==> src/rtl/spi_pkg.sv <==
// Shared SPI definitions for the byte transmitter and receiver.
// Frame receiver states and default word/synchronizer sizes.
package spi_pkg;

  typedef enum logic {
    IDLE  = 1'b0,
    SHIFT = 1'b1
  } spi_rx_state_t;

  localparam int SPI_DATA_W      = 8;
  localparam int SPI_SYNC_STAGES = 2;

endpackage

==> src/rtl/spi_sync_edge.sv <==
// Multi-flop synchronizer for one asynchronous SPI pin.
// Adds a previous-value register so rise/fall are one-clk pulses.
module spi_sync_edge #(
  parameter int   SYNC_STAGES = 2,
  parameter logic RST_VAL     = 1'b0
) (
  input  logic clk,
  input  logic rst,
  input  logic i_din,
  output logic o_level,
  output logic o_rise,
  output logic o_fall
);

  logic [SYNC_STAGES-1:0] r_sync;
  logic                   r_prev;

  always_ff @(posedge clk) begin
    if (!rst) begin
      r_sync <= {SYNC_STAGES{RST_VAL}};
      r_prev <= RST_VAL;
    end else begin
      r_sync <= {r_sync[SYNC_STAGES-2:0], i_din};
      r_prev <= r_sync[SYNC_STAGES-1];
    end
  end

  assign o_level = r_sync[SYNC_STAGES-1];
  assign o_rise  = o_level & ~r_prev;
  assign o_fall  = ~o_level & r_prev;

endmodule

==> src/rtl/spi_byte_rx.sv <==
// SPI mode-0 slave deserializer, MSB first, oversampled in clk.
// Emits words on valid/ready; flags partial frames and overruns.
module spi_byte_rx
  import spi_pkg::*;
#(
  parameter int DATA_W      = SPI_DATA_W,
  parameter int SYNC_STAGES = SPI_SYNC_STAGES
) (
  input  logic              clk,
  input  logic              rst,
  input  logic              sclk,
  input  logic              cs,
  input  logic              mosi,
  output logic [DATA_W-1:0] rx_data,
  output logic              rx_valid,
  input  logic              rx_ready,
  output logic              frame_err,
  output logic              overrun,
  output logic              busy
);

  localparam int CNT_W = $clog2(DATA_W);
  localparam logic [CNT_W-1:0] LAST = CNT_W'(DATA_W - 1);

  spi_rx_state_t r_state;
  spi_rx_state_t w_state_n;

  logic [CNT_W-1:0]   r_cnt;
  logic [DATA_W-1:0]  r_shift;
  logic               r_done;
  logic               r_ferr;
  logic               r_ovr;
  logic [DATA_W-1:0]  r_data;
  logic               r_valid;
  logic [SYNC_STAGES:0] r_warm;

  logic w_sclk_rise;
  logic w_sclk_lvl_unused;
  logic w_sclk_fall_unused;
  logic w_cs_rise;
  logic w_cs_fall;
  logic w_cs_lvl_unused;
  logic w_mosi;
  logic w_mosi_rise_unused;
  logic w_mosi_fall_unused;
  logic w_start;
  logic w_busy;

  spi_sync_edge #(.SYNC_STAGES(SYNC_STAGES), .RST_VAL(1'b0)) u_sclk (
    .clk     (clk),
    .rst     (rst),
    .i_din   (sclk),
    .o_level (w_sclk_lvl_unused),
    .o_rise  (w_sclk_rise),
    .o_fall  (w_sclk_fall_unused)
  );

  spi_sync_edge #(.SYNC_STAGES(SYNC_STAGES), .RST_VAL(1'b1)) u_cs (
    .clk     (clk),
    .rst     (rst),
    .i_din   (cs),
    .o_level (w_cs_lvl_unused),
    .o_rise  (w_cs_rise),
    .o_fall  (w_cs_fall)
  );

  spi_sync_edge #(.SYNC_STAGES(SYNC_STAGES), .RST_VAL(1'b0)) u_mosi (
    .clk     (clk),
    .rst     (rst),
    .i_din   (mosi),
    .o_level (w_mosi),
    .o_rise  (w_mosi_rise_unused),
    .o_fall  (w_mosi_fall_unused)
  );

  // The cs synchronizer resets high; a pin already low would look like
  // a fall once it flushes, so falls are ignored until it has.
  always_ff @(posedge clk) begin
    if (!rst) r_warm <= '0;
    else      r_warm <= {r_warm[SYNC_STAGES-1:0], 1'b1};
  end

  assign w_start = w_cs_fall & r_warm[SYNC_STAGES];

  always_ff @(posedge clk) begin
    if (!rst) r_state <= IDLE;
    else      r_state <= w_state_n;
  end

  always_comb begin
    w_state_n = r_state;
    unique case (r_state)
      IDLE:    if (w_start)   w_state_n = SHIFT;
      SHIFT:   if (w_cs_rise) w_state_n = IDLE;
      default: w_state_n = IDLE;
    endcase
  end

  always_comb begin
    w_busy = 1'b0;
    if (r_state == SHIFT) w_busy = 1'b1;
  end

  always_ff @(posedge clk) begin
    if (!rst) begin
      r_cnt   <= '0;
      r_shift <= '0;
      r_done  <= 1'b0;
      r_ferr  <= 1'b0;
    end else begin
      r_done <= 1'b0;
      r_ferr <= 1'b0;
      if (r_state == IDLE) begin
        if (w_start) r_cnt <= '0;
      end else if (w_cs_rise) begin
        r_ferr <= (r_cnt != '0);
        r_cnt  <= '0;
      end else if (w_sclk_rise) begin
        r_shift <= {r_shift[DATA_W-2:0], w_mosi};
        if (r_cnt == LAST) begin
          r_cnt  <= '0;
          r_done <= 1'b1;
        end else begin
          r_cnt <= r_cnt + 1'b1;
        end
      end
    end
  end

  always_ff @(posedge clk) begin
    if (!rst) begin
      r_data  <= '0;
      r_valid <= 1'b0;
      r_ovr   <= 1'b0;
    end else begin
      r_ovr <= 1'b0;
      if (r_done) begin
        if (!r_valid || rx_ready) begin
          r_data  <= r_shift;
          r_valid <= 1'b1;
        end else begin
          r_ovr <= 1'b1;
        end
      end else if (r_valid && rx_ready) begin
        r_valid <= 1'b0;
      end
    end
  end

  assign rx_data   = r_data;
  assign rx_valid  = r_valid;
  assign frame_err = r_ferr;
  assign overrun   = r_ovr;
  assign busy      = w_busy;

endmodule

==> config.mk <==
export PLATFORM = sky130hd
export DESIGN_NAME = spi_byte_rx
export DESIGN_NICKNAME = d
export VERILOG_FILES = /design/src/rtl/spi_pkg.sv /design/src/rtl/spi_sync_edge.sv /design/src/rtl/spi_byte_rx.sv
export SDC_FILE = /design/constraint.sdc
export NUM_CORES = 1
export LEC_CHECK = 0
export CAP_MARGIN = 20
export CORE_MARGIN = 2
export CORE_UTILIZATION = 47
export DETAILED_ROUTE_END_ITERATION = 8
export PLACE_DENSITY = 0.71
export SLEW_MARGIN = 20
export SYNTH_ARGS = -nofsm -noshare
export SYNTH_HDL_FRONTEND = slang
export SYNTH_HIERARCHICAL = 1
export SYNTH_SLANG_ARGS = --single-unit
export TNS_END_PERCENT = 10
==> constraint.sdc <==
create_clock -name clk -period 1.2 [get_ports clk]
set_clock_uncertainty 0.1 [all_clocks]
set_input_delay 0.12 -clock clk [delete_from_list [all_inputs] [get_ports clk]]
set_output_delay 0.12 -clock clk [all_outputs]
set_load 0.005 [all_outputs]
==> reports/results.tsv, run 1 <==
stage	metric	value	unit
outcome	outcome	finished with violations	
outcome	failing checks	negative setup slack	
setup_path	cell depth of the worst flop-to-flop path	5	
power_and_ir_drop	P_sw	0.387	mW
clock_tree	clk_lat worst skew	330	ps
clock_tree	Longest Clk Path Bufs	2	
setup_path	Crit Path Max Fanout	9	
power_and_ir_drop	clock power share	35.7	%
floorplanning	Die Y-Extent	55.8	um
floorplanning	I/O pins	18	
setup_path	critical path data arrival time	1440	ps
grt	gr ovfl total	0	
clock_tree	CTS tree	yes	
power_and_ir_drop	VDD IR max	0.000949	V
clock_tree	CTS H-tree depth	2	
placed_design	Placer Congestion	0.768	
placed_design	port bufs	17	
floorplanning	Die X	55.8	um
power_and_ir_drop	Sw Share	19.9	%
setup_path	crit path from	u_cs/r_sync[1]	
grt	first-pass GRT wire length	3.82	mm
timing	worst setup margin	-115	ps
placed_design	# placed instances	169	
power_and_ir_drop	Comb pwr share	3.6	%
power_and_ir_drop	P_leak	0.785	nW
setup_path	Crit. End Element	flip-flop	
yosys	Mapped Nets	128	
placed_design	DP Wirelength	1.53	mm
clock_tree	Worst-path clk slew	90	ps
timing	Final Hold Fails	0	
timing	relative slew slack	83.4	%
setup_path	Data required, critical path	1330	ps
route	drt total wl	2.20	mm
grt	largest net degree at the start of global routing	19	
yosys	Synth Warn #	6	
route	vias	902	
timing	final worst-path cycle share	110	%
final_layout	Nets	156	
route	Highest Signal Layer	met4	
route	metal3 WL	110	um
run	max_cap viols	0	
timing	Slew @ Worst Pin	249	ps
power_and_ir_drop	PD cells	1220	nW/um2
route	met1 WL	1.02	mm
hold_path	WHS Path Cells	2	
clock_tree	clock sinks	35	
grt	initial antenna violation count	0	
hold_path	min-delay src	sclk	
route	number of routed nets with antenna violations	0	
floorplanning	Initial Util	50.4	%
final_layout	layout cells sized above 1	25.0	%
route	met2 WL	1.03	mm
timing	Final Setup Violations	12	
route	router iterations before antenna repair	4	
yosys	Synth Instances	119	
floorplanning	row count	18	
final_layout	final non-filler cell total	178	
setup_path	Setup crit start kind	flip-flop	
setup_path	Crit Path Class	reg -> reg	
power_and_ir_drop	total power	1.95	mW
clock_tree	hold buffers post-CTS	0	
yosys	Mapped Avg Cell Area	10.6	um2
timing	RSZ-0062 raised after global routing	true	
clock_tree	root buf cell	clkbuf_4	
route	drt wl/cell	12.3	um
route	number of DRC markers in iteration 0	14	
floorplanning	Core ar.	2500	um2
floorplanning	Die ar.	3110	um2
timing	Fmax	760	MHz
final_layout	ANT cells	0	
clock_tree	cts bufs inserted	5	
grt	vias in the first global route	887	
timing	Slew Limit Fails	0	
final_layout	Area Growth Syn to Fin	27.2	%
grt	Total GRT Usage	15.9	%
final_layout	fin area	1600	um2
setup_path	Reg-to-Reg Start	u_cs/r_sync[1]	
placed_design	Post-Place Cell Area	1520	um2
timing	minimum clock period	1320	ps
power_and_ir_drop	Seq pwr share	60.7	%
power_and_ir_drop	Internal	1.56	mW
route	residual DRC count	0	
route	Vias per Instance	5.07	
yosys	Synth Cell Area	1260	um2
hold_path	Hold Path Class	in -> reg	
[metal layers]
layer,track usage [%],vias to the layer above
li1,-,458
met1,18.6,418
met2,25.7,22
met3,6.98,4
met4,6.27,0
met5,0,-
[cell type report]
cell class,count,area (um2)
clock buffer,8,68.8
fill,198,897
inverter,5,18.8
multi-input combinational,74,510
sequential,35,714
tap,30,37.5
timing repair buffer,26,253
[sequential cells by signal, indices dropped and copies added (netlist names)]
signal	cells
r_state	1
r_cnt	3
u_sclk/r_prev	1
frame_err	1
r_done	1
r_shift	8
u_sclk/r_sync	2
overrun	1
u_mosi/r_sync	2
r_warm	3
u_cs/r_prev	1
rx_data	8
rx_valid	1
u_cs/r_sync	2
[critical path: stages, from the launching register on]
cell	delay (ps)
dfxtp_2	370
nor2b_4	170
nand3b_1	170
buf_12	160
nor2_4	40
a32o_2	210
[timing repair]
item | CTS | global route
buffers inserted | 1 | 0
hold endpoints to repair | 0 | 0
gates cloned | 0 | 0
endpoints found under the setup margin | 24 | 17
resized for setup | 20 | 6
pin swaps | 1 | 1
[placed cells by master, fill, tap and decap left out, types with 2 or more instances in the layout]
| master | n |
|---|---|
| nor2b_4 | 2 |
| a21oi_1 | 11 |
| dfxtp_1 | 26 |
| and2_2 | 2 |
| inv_1 | 4 |
| nand3_1 | 9 |
| buf_4 | 7 |
| buf_12 | 2 |
| clkbuf_4 | 5 |
| and2_1 | 6 |
| nand2b_1 | 5 |
| clkdlybuf4s50_1 | 5 |
| ha_1 | 3 |
| nor2_1 | 9 |
| mux2i_1 | 8 |
| a32o_2 | 3 |
| clkbuf_8 | 2 |
| o21ai_0 | 6 |
| dfxtp_2 | 8 |
| o21ai_1 | 3 |
| dlygate4sd2_1 | 10 |
[worst paths after layout]
check	to	slack [ps]
setup / recovery	r_cnt[2]	-120
hold reg to reg	u_cs/r_sync[1]	330
setup reg to reg	r_cnt[2]	-120
hold / removal	u_sclk/r_sync[0]	240
[power by group through the flow]
stage / Sequential [mW] / Clock, mW / Combinational, mW
4_1_cts: 1.18 / 0.728 / 0.0707
3_5_place_dp: 1.21 / 0 / 0.0706
2_1_floorplan: 1.21 / 0 / 0.0371
5_1_grt: 1.18 / 0.775 / 0.0775
6_report: 1.18 / 0.696 / 0.0708
3_3_place_gp: 1.21 / 0 / 0.0692
[per-stage QoR]
step                      setup slack [ps]  util [%]  hold WS (ps)  TNS, ps
after floorplan                      -13.9         -          47.7    -41.6
after global placement                -100      60.9           292    -1460
after detailed placement              -127      60.9           306    -1850
after CTS                             -204      63.9           224    -1340
after global routing                  -225      64.1           237    -2130
final                                 -115      64.1           240    -1120
No activity file was read; power rests on OpenSTA's default activity.
==> run 2, diff against run 1 <==
--- a/config.mk
+++ b/config.mk
@@ -5,7 +5,7 @@
 export SDC_FILE = /design/constraint.sdc
 export NUM_CORES = 1
 export LEC_CHECK = 0
-export CAP_MARGIN = 20
+export CAP_MARGIN = 10
 export CORE_MARGIN = 2
 export CORE_UTILIZATION = 47
 export DETAILED_ROUTE_END_ITERATION = 8
==> results of run 2 <==
Same layout as run 1: the final DEF is identical, and so are final timing and power.
